[config.mk]
export PLATFORM = sky130hd
export DESIGN_NAME = cmd_frame_parser
export DESIGN_NICKNAME = d
export VERILOG_FILES = /design/src/rtl/cmd_frame_parser.sv
export SDC_FILE = /design/constraint.sdc
export NUM_CORES = 1
export LEC_CHECK = 0
export CAP_MARGIN = 20
export CORE_UTILIZATION = 45
export DETAILED_ROUTE_END_ITERATION = 7
export HOLD_SLACK_MARGIN = 0.08
export PLACE_DENSITY = 0.74
export REMOVE_ABC_BUFFERS = 1
export SYNTH_ARGS = -nofsm -noshare
export SYNTH_HDL_FRONTEND = slang
export SYNTH_SLANG_ARGS = --single-unit
export TNS_END_PERCENT = 5
[constraint.sdc]
create_clock -name clk -period 2.9 [get_ports clk]
set_input_delay 0.435 -clock clk [delete_from_list [all_inputs] [get_ports clk]]
set_output_delay 0.435 -clock clk [all_outputs]
set_load 0.01 [all_outputs]
[src/rtl/cmd_frame_parser.sv]
// Host control frame parser: hunts 55 AA sync, buffers payload, verifies checksum, replays as register writes.
// Latency: frame_ok and the first register write appear the cycle after the checksum byte; one write per cycle.
// Backpressure: none; input is strobe-only, and bytes arriving during replay are discarded and flagged on drop.
module cmd_frame_parser #(
    parameter int MAXLEN = 16,
    parameter int TOW    = 10
) (
    input  logic        clk,
    input  logic        rst,
    input  logic [7:0]  in_dat,
    input  logic        in_vd,
    output logic        reg_we,
    output logic [7:0]  reg_addr,
    output logic [7:0]  reg_dat,
    output logic        frame_ok,
    output logic        frame_err,
    output logic        drop,
    output logic [15:0] err_cnt,
    output logic        busy
);

    // Buffer index width; a one-entry buffer still needs a one-bit index.
    localparam int IW = (MAXLEN > 1) ? $clog2(MAXLEN) : 1;
    localparam logic [7:0] MAXLEN_B = 8'(MAXLEN);
    // The idle counter fires when it is about to reach (2^TOW)-1.
    localparam logic [TOW-1:0] IDLE_LAST = {{(TOW-1){1'b1}}, 1'b0};

    typedef enum logic [2:0] {
        S_HUNT0,
        S_HUNT1,
        S_ADDR,
        S_LEN,
        S_PAYLOAD,
        S_CSUM,
        S_REPLAY
    } state_t;

    state_t         r_state;
    state_t         w_state_nxt;

    logic [7:0]     r_base;
    logic [7:0]     r_len;
    logic [7:0]     r_idx;
    logic [7:0]     r_sum;
    logic [TOW-1:0] r_idle;
    logic [7:0]     r_buf [0:MAXLEN-1];

    logic           r_we;
    logic [7:0]     r_addr;
    logic [7:0]     r_dat;
    logic           r_ok;
    logic           r_err;
    logic           r_drop;
    logic [15:0]    r_err_cnt;

    logic           w_ok_nxt;
    logic           w_err_nxt;
    logic           w_active;
    logic           w_timeout;
    logic           w_len_bad;
    logic [7:0]     w_sum_in;
    logic           w_csum_good;
    logic           w_pay_last;
    logic           w_rep_done;
    logic           w_start_rep;
    logic           w_rep_step;
    logic [IW-1:0]  w_idx_lo;

    // Per-byte decode terms shared by the FSM and the datapath.
    assign w_active    = (r_state == S_ADDR) || (r_state == S_LEN) ||
                         (r_state == S_PAYLOAD) || (r_state == S_CSUM);
    assign w_timeout   = w_active && !in_vd && (r_idle == IDLE_LAST);
    assign w_len_bad   = (in_dat == 8'd0) || (in_dat > MAXLEN_B);
    assign w_sum_in    = r_sum + in_dat;
    assign w_csum_good = (w_sum_in == 8'd0);
    assign w_pay_last  = (r_idx == (r_len - 8'd1));
    assign w_rep_done  = (r_idx == r_len);
    assign w_idx_lo    = r_idx[IW-1:0];
    assign w_start_rep = (r_state == S_CSUM) && in_vd && w_csum_good;
    assign w_rep_step  = (r_state == S_REPLAY) && !w_rep_done;

    // State register; reset aborts any frame or replay in progress.
    always_ff @(posedge clk or posedge rst) begin
        if (rst) begin
            r_state <= S_HUNT0;
        end else begin
            r_state <= w_state_nxt;
        end
    end

    // Next-state and frame verdict decode.
    always_comb begin
        w_state_nxt = r_state;
        w_ok_nxt    = 1'b0;
        w_err_nxt   = 1'b0;
        case (r_state)
            S_HUNT0: begin
                if (in_vd && (in_dat == 8'h55)) begin
                    w_state_nxt = S_HUNT1;
                end
            end
            S_HUNT1: begin
                if (in_vd) begin
                    if (in_dat == 8'hAA) begin
                        w_state_nxt = S_ADDR;
                    end else if (in_dat == 8'h55) begin
                        w_state_nxt = S_HUNT1;
                    end else begin
                        w_state_nxt = S_HUNT0;
                    end
                end
            end
            S_ADDR: begin
                if (in_vd) begin
                    w_state_nxt = S_LEN;
                end else if (w_timeout) begin
                    w_state_nxt = S_HUNT0;
                    w_err_nxt   = 1'b1;
                end
            end
            S_LEN: begin
                if (in_vd) begin
                    if (w_len_bad) begin
                        w_state_nxt = S_HUNT0;
                        w_err_nxt   = 1'b1;
                    end else begin
                        w_state_nxt = S_PAYLOAD;
                    end
                end else if (w_timeout) begin
                    w_state_nxt = S_HUNT0;
                    w_err_nxt   = 1'b1;
                end
            end
            S_PAYLOAD: begin
                if (in_vd) begin
                    if (w_pay_last) begin
                        w_state_nxt = S_CSUM;
                    end
                end else if (w_timeout) begin
                    w_state_nxt = S_HUNT0;
                    w_err_nxt   = 1'b1;
                end
            end
            S_CSUM: begin
                if (in_vd) begin
                    if (w_csum_good) begin
                        w_state_nxt = S_REPLAY;
                        w_ok_nxt    = 1'b1;
                    end else begin
                        w_state_nxt = S_HUNT0;
                        w_err_nxt   = 1'b1;
                    end
                end else if (w_timeout) begin
                    w_state_nxt = S_HUNT0;
                    w_err_nxt   = 1'b1;
                end
            end
            S_REPLAY: begin
                if (w_rep_done) begin
                    w_state_nxt = S_HUNT0;
                end
            end
            default: begin
                w_state_nxt = S_HUNT0;
            end
        endcase
    end

    // Inter-byte idle counter: runs only while inside a frame body, cleared by any byte.
    always_ff @(posedge clk or posedge rst) begin
        if (rst) begin
            r_idle <= '0;
        end else if (w_active && !in_vd && !w_timeout) begin
            r_idle <= r_idle + 1'b1;
        end else begin
            r_idle <= '0;
        end
    end

    // Frame header capture and running checksum.
    always_ff @(posedge clk or posedge rst) begin
        if (rst) begin
            r_base <= '0;
            r_len  <= '0;
            r_sum  <= '0;
        end else if (in_vd) begin
            if (r_state == S_ADDR) begin
                r_base <= in_dat;
                r_sum  <= in_dat;
            end else if (r_state == S_LEN) begin
                r_sum <= w_sum_in;
                if (!w_len_bad) begin
                    r_len <= in_dat;
                end
            end else if (r_state == S_PAYLOAD) begin
                r_sum <= w_sum_in;
            end
        end
    end

    // Shared index: payload write pointer while filling, replay read pointer while writing out.
    always_ff @(posedge clk or posedge rst) begin
        if (rst) begin
            r_idx <= '0;
        end else if ((r_state == S_LEN) && in_vd) begin
            r_idx <= '0;
        end else if ((r_state == S_PAYLOAD) && in_vd) begin
            r_idx <= r_idx + 8'd1;
        end else if (w_start_rep) begin
            r_idx <= 8'd1;
        end else if (w_rep_step) begin
            r_idx <= r_idx + 8'd1;
        end
    end

    // Payload buffer: written only while filling, read only while replaying.
    always_ff @(posedge clk) begin
        if ((r_state == S_PAYLOAD) && in_vd) begin
            r_buf[w_idx_lo] <= in_dat;
        end
    end

    // Register write port; element 0 goes out with frame_ok, the rest follow one per cycle.
    always_ff @(posedge clk or posedge rst) begin
        if (rst) begin
            r_we   <= 1'b0;
            r_addr <= '0;
            r_dat  <= '0;
        end else if (w_start_rep) begin
            r_we   <= 1'b1;
            r_addr <= r_base;
            r_dat  <= r_buf[0];
        end else if (w_rep_step) begin
            r_we   <= 1'b1;
            r_addr <= r_base + r_idx;
            r_dat  <= r_buf[w_idx_lo];
        end else begin
            r_we   <= 1'b0;
        end
    end

    // Status pulses and saturating error counter.
    always_ff @(posedge clk or posedge rst) begin
        if (rst) begin
            r_ok      <= 1'b0;
            r_err     <= 1'b0;
            r_drop    <= 1'b0;
            r_err_cnt <= '0;
        end else begin
            r_ok   <= w_ok_nxt;
            r_err  <= w_err_nxt;
            r_drop <= (r_state == S_REPLAY) && in_vd;
            if (w_err_nxt && (r_err_cnt != 16'hFFFF)) begin
                r_err_cnt <= r_err_cnt + 16'd1;
            end
        end
    end

    assign reg_we    = r_we;
    assign reg_addr  = r_addr;
    assign reg_dat   = r_dat;
    assign frame_ok  = r_ok;
    assign frame_err = r_err;
    assign drop      = r_drop;
    assign err_cnt   = r_err_cnt;
    assign busy      = (r_state != S_HUNT0);

endmodule

=== After elaboration in Yosys (flattened, before gate mapping) ===
Memory sizes are Yosys's and may differ from the RTL's.
Cells that the tools add are included.

* Bits in writable memories: 128
* Register bits: 81
* Memories: 1
* Output and inout port bits: 37
* Logic and storage cells: 109
* Bits of input ports: 11

{| class="wikitable"
|+ Memories
! name !! depth !! width !! rd ports !! clocked after memory_dff !! write ports !! RTL line !! RTL
|-
| r_buf || 16 || 8 || 2 || 0 || 1 || 46 || <nowiki>logic [7:0] r_buf [0:MAXLEN-1];</nowiki>
|}

* Reduce and logical (&&, ||, !) cells: 30
* Magnitude comparators: 1
* Mux-type cells: 40
* Add/sub/neg operators: 6
* Equality and inequality tests: 16
* Bitwise gates (word level): 2

{| class="wikitable"
|+ Operator list
! operator !! count
|-
| two-way mux 8 bit || 11
|-
| two-way mux 3 bit || 11
|-
| case mux 3 bit (7 select lines) || 1
|-
| adder 16 x 1 -> 16 bit, second input constant || 1
|-
| adder 8 bit || 2
|-
| == test 8 bit || 2
|-
| logical NOT 8 bit || 2
|-
| inequality test 16 bit, second input constant || 1
|-
| two-way mux 1 bit || 14
|-
| logical AND 1 bit || 11
|-
| adder 10 x 1 -> 10 bit, second input constant || 1
|-
| == test 10 bit, second input constant || 1
|-
| two-way mux 10 bit || 1
|-
| == test 3 bit, second input constant || 3
|-
| adder 8 x 1 -> 8 bit, second input constant || 1
|-
| == test 8 x 7 -> 1 bit, second input constant || 1
|-
| == test 8 bit, second input constant || 1
|-
| greater-than comparator 8 x 5 -> 1 bit, second input constant || 1
|-
| AND reduction 4 bit || 2
|-
| subtractor 8 x 1 -> 8 bit, second input constant || 1
|-
| == test 3 x 2 -> 1 bit, second input constant || 2
|-
| inequality test 2 bit, second input constant || 3
|-
| nonzero test 3 bit || 2
|-
| logical OR 1 bit || 4
|-
| 11 further kinds || 15
|}

=== Depth between registers and ports, before layout ===
* Depth after elaboration: 10
* Depth in mapped cells: 11
* Mapped depth without buffers: 10

=== Least setup slack after synthesis ===
No wires, ideal clock.

* Kind: input port to flip-flop
* Start: input in_dat[0]
* End: register r_addr[7], in the netlist reg_addr[7]
* Arrival: 3.011 ns
* Required time: 2.774 ns
* Stages: 10
* Library setup time: 0.126 ns
* Setup slack: -0.237 ns
* Path buffers: 1
* Path through: ha_1 -> fa_1 -> a211oi_1 -> nor2_1 -> xor2_1 -> or4_4 -> nor4b_4 -> nor2_2 -> buf_2 -> a221o_1

* Word-level cells in the longest chain between the ends: 4
* Elaborated cells on any way between the ends: 5
* Those cells by class: add/sub (1); mux (1); reduce/logical (3)

{| class="wikitable"
|+ Ends and longest elaborated chain
! what !! RTL line !! RTL
|-
| from (decl) || 10 || <nowiki>input logic [7:0] in_dat,</nowiki>
|-
| adder 8 bit * || 74 || <nowiki>assign w_sum_in = r_sum + in_dat;</nowiki>
|-
| logical NOT 8 bit * || 75 || <nowiki>assign w_csum_good = (w_sum_in == 8'd0);</nowiki>
|-
| logical AND 1 bit * || 79 || <nowiki>assign w_start_rep = (r_state == S_CSUM) && in_vd && w_csum_good;</nowiki>
|-
| two-way mux 8 bit / nonzero test 2 bit (equally long branches) || n/a ||
|-
| to (signal assigned) || 231 || <nowiki>r_addr <= r_base;</nowiki>
|-
| to (signal assigned) || 235 || <nowiki>r_addr <= r_base + r_idx;</nowiki>
|-
| to (decl) || 49 || <nowiki>logic [7:0] r_addr;</nowiki>
|}

Every way passes the cells marked *; elsewhere a longest branch is shown, timed or not.
A chain may end at the register's enable or synchronous reset.

=== Worst setup path in the final report ===
* Start: register r_sum[0]
* End: register r_idx[6]

* Word-level cells in the longest chain between the ends: 6
* Elaborated cells on any way between the ends: 7
* Those cells by class: add/sub (1); mux (3); reduce/logical (3)

{| class="wikitable"
|+ Ends and longest elaborated chain
! what !! RTL line !! RTL
|-
| from (decl) || 44 || <nowiki>logic [7:0] r_sum;</nowiki>
|-
| from (signal assigned) || 189 || <nowiki>r_sum <= in_dat;</nowiki>
|-
| from (signal assigned) || 191 || <nowiki>r_sum <= w_sum_in;</nowiki>
|-
| from (signal assigned) || 196 || <nowiki>r_sum <= w_sum_in;</nowiki>
|-
| adder 8 bit * || 74 ||
|-
| logical NOT 8 bit * || 75 ||
|-
| logical AND 1 bit * || 79 ||
|-
| two-way mux 8 bit || 209 || <nowiki>end else if (w_start_rep) begin</nowiki>
|-
| two-way mux 8 bit || 207 || <nowiki>end else if ((r_state == S_PAYLOAD) && in_vd) begin</nowiki>
|-
| two-way mux 8 bit || 205 || <nowiki>end else if ((r_state == S_LEN) && in_vd) begin</nowiki>
|-
| to (signal assigned) || 208 || <nowiki>r_idx <= r_idx + 8'd1;</nowiki>
|-
| to (signal assigned) || 212 || <nowiki>r_idx <= r_idx + 8'd1;</nowiki>
|-
| to (decl) || 43 || <nowiki>logic [7:0] r_idx;</nowiki>
|}

Marked as above.

==> impl_metrics.tcl <==
set metrics [dict create \
    diodes 0 \
    violations "negative setup slack" \
    powerDensity_nw_per_um2 591 \
    firstDrtPassIters 5 \
    synthesis.area_sq_um 9680 \
    cts_made_buffers 21 \
    ir_worst_vdd_v 0.000503 \
    place_congestion 0.838 \
    synth-seq-area-share_pct 60.6 \
    max_freq_mhz 333 \
    grt-ovfl-total 0 \
    synthTopCellsByArea "edfxtp_1, dfrtp_1, mux4_2" \
    status "complete, but fails checks" \
    hold_path.class "input port to async pin" \
    final_antenna_net_count 0 \
    synth.distinct_cells 55 \
    post-route-period-util_pct 104 \
    cts.sinks 209 \
    avgRoutedWirePerCell_um 19.9 \
    worst_pin_slew_ns 0.671 \
    synth_seq_cells 209 \
    fin_util_pct 55.3 \
    drt-initial-drc-count 382 \
    cap_violations 0 \
    hold_viol 0 \
    cts_tree "built" \
    ys_warn_count 0 \
    finalCriticalPeriod_ns 3.00 \
    skew_ns 0.00910 \
    antenna_found_initial 0 \
    finalMaxSlewViolations 0 \
    root_buffer "clkbuf_16" \
    top_level_ports 48 \
    setup_violations 16 \
    die_width_um 149 \
    grt_max_degree 82 \
    die_area_sq_um 22100 \
    stdcell_count 1073 \
    die_h_um 149 \
    avgSynthCellArea_sq_um 14.1 \
    placementRows 53 \
    cp-start-kind "flip-flop" \
    initial_utilization_pct 45.9 \
    async_flop_share_pct 38.8 \
    critPathArrivalTime_ns 3.39 \
    synthFlopType "edfxtp_1" \
    end_kind "flip-flop" \
    synth_top_area_share_pct 39.7 \
    grt_pass1_wl_um 33600 \
    worst_skew_pair.late_latency_ns 0.50 \
    synth_edf_count 128 \
    clockBufferDepth 3 \
    fin_ws_ns -0.103 \
    max-slew-margin-rel_pct 55.0 \
    finalWirelength_um 21300 \
    area_growth_pct 20.4 \
    criticalPathCategory "flip-flop to flip-flop" \
    grtUsageTotal_pct 20.0 \
    crit_required_ns 3.28 \
    nets 820 \
    synth_cells 687 \
    htreeDepth 1 \
    vias_per_cell 5.61 \
    rsz0062_at_grt "yes" \
    grt_pass1_vias 5950 \
    n_fill_cell 1698 \
    critPathMaxFanout 4 \
    core_area_sq_um 21100 \
    routed-via-count 6015 \
    yosysTopAreaCell "edfxtp_1" \
    rr_worst_depth 11 \
    io_buffers 47 \
    numPlacedInstances 1035 \
    drive_gt1_share_pct 21.7 \
    p_leak_nw 4.38 \
    clkTransAtPathRegs_ns 0.06 \
    drc 0 \
    hpwl_um 14100 \
]
[per-stage QoR]
stage	hold WS, ns	area, sq um	setup TNS (ns)	power, W	worst slack (ns)
after floorplan	0.454	9550	-36.58	0.00390	-1.03
after global placement	0.469	10800	-33.31	0.00425	-0.798
after detailed placement	0.481	10800	-35.75	0.00426	-0.872
after CTS	0.365	11500	-1.27	0.00685	-0.0937
after global routing	0.390	11700	-5.25	0.00713	-0.224
final	0.344	11700	-0.902	0.00689	-0.103
[worst max-delay path: stages (launching register included)]
cell and delay (ns):
dfrtp_1 0.38, ha_2 0.19, fa_2 0.37, a211oi_4 0.28, nor2_2 0.07, xor2_2 0.15
or4_4 0.53, nor4b_4 0.30, buf_6 0.17, buf_6 0.10, nor2_2 0.03, a311o_1 0.30
[synth_stat cells (all sizes together), types with 4 or more instances]
library cell,count
a211oi,13
a21oi,14
a221o,13
and2,18
and3,7
buf,11
clkbuf,22
dfrtp,81
edfxtp,128
ha,22
inv,19
mux2,17
mux2i,10
mux4,40
nand2,44
nand2b,9
nand3,12
nand4,8
nor2,51
nor2b,11
nor3,6
nor4,5
o21ai,23
o31ai,7
or2,4
or3,5
xnor2,22
xor2,28
[sequential cells by signal, indices dropped and copies added, names as in the netlist]
signal     flops
frame_ok       1
reg_addr       8
r_idle        10
drop           1
reg_we         1
r_len          8
frame_err      1
r_idx          8
r_sum          8
err_cnt       16
r_base         8
reg_dat        8
r_state        3
r_buf        128
[worst paths after layout]
| path | start | endpoint | slack [ns] |
|---|---|---|---|
| max | r_sum[0]$_DFFE_PP0P_ | r_idx[6]$_DFFE_PP0P_ | -0.10 |
| min | rst | reg_addr[4]$_DFFE_PP0P_ | 0.34 |
| max reg2reg | r_sum[0]$_DFFE_PP0P_ | r_idx[6]$_DFFE_PP0P_ | -0.10 |
| min reg2reg | r_sum[3]$_DFFE_PP0P_ | r_sum[3]$_DFFE_PP0P_ | 0.49 |
| max in group asynchronous | rst | r_idx[0]$_DFFE_PP0P_ | 2.21 |
| min in group clk | r_sum[3]$_DFFE_PP0P_ | r_sum[3]$_DFFE_PP0P_ | 0.49 |
[layer usage]
metal  global-route usage (%)  up-vias  share of wire [%]
li1                         -     2786                  -
met1                     27.3     3000                 42
met2                     33.8      193                 50
met3                     2.30       36                5.4
met4                     5.93        0                2.5
met5                        0        -                  0
[power breakdown]
part | switching, W | internal, W
logic | 0.000489 | 0.000496
clock network | 0.00109 | 0.00150
registers | 0.0000746 | 0.00323
[cell type report]
class / instances / area (sq um) / area share [%]
multi-input cells: 426 / 3740 / 32.1
repair buffers: 108 / 982 / 8.43
clock inverters: 12 / 110 / 0.945
clock buffers: 24 / 537 / 4.60
flip-flops and latches: 209 / 5870 / 50.4
well taps: 275 / 344 / 2.95
inverters: 19 / 72.6 / 0.623
[layout by cell type, fill, tap and decap left out, types with 3 or more instances in the layout]
cell type / count
a211oi_1: 9
a211oi_2: 3
a21oi_1: 12
a221o_1: 13
a311o_1: 3
and2_1: 18
and3_1: 7
buf_12: 3
buf_4: 53
buf_6: 5
clkbuf_1: 3
clkbuf_16: 21
clkdlybuf4s50_1: 45
clkinv_1: 7
dfrtp_1: 80
edfxtp_1: 128
ha_1: 21
inv_1: 18
mux2_2: 17
mux2i_1: 10
mux4_2: 40
nand2_1: 44
nand2b_1: 9
nand3_1: 12
nand3b_1: 3
nand4_1: 8
nand4b_1: 3
nor2_1: 48
nor2b_1: 11
nor3_1: 6
nor4_1: 5
o21ai_0: 22
o31ai_1: 4
or2_2: 3
or3_1: 5
xnor2_1: 19
xnor2_2: 3
xor2_1: 27
[logic make-up after synthesis]
| family | share of synthesized area, % |
|---|---|
| flops | 60.6 |
| simple gates | 10.4 |
| compound gates | 6.72 |
| mux | 12.3 |
| buf+inv | 2.12 |
| xor+xnor | 4.52 |
| fa+ha+maj | 3.26 |
[timing repair]
action                                  4_1_cts  5_1_grt
hold endpoints to repair                      0        0
endpoints found under the setup margin       45       44
buffers inserted                              2        0
gates cloned                                  0        0
hold buffers                                  0        0
pin swaps                                     8        6
gates resized for setup                      12       23
No activity file was read; power rests on OpenSTA's default activity.
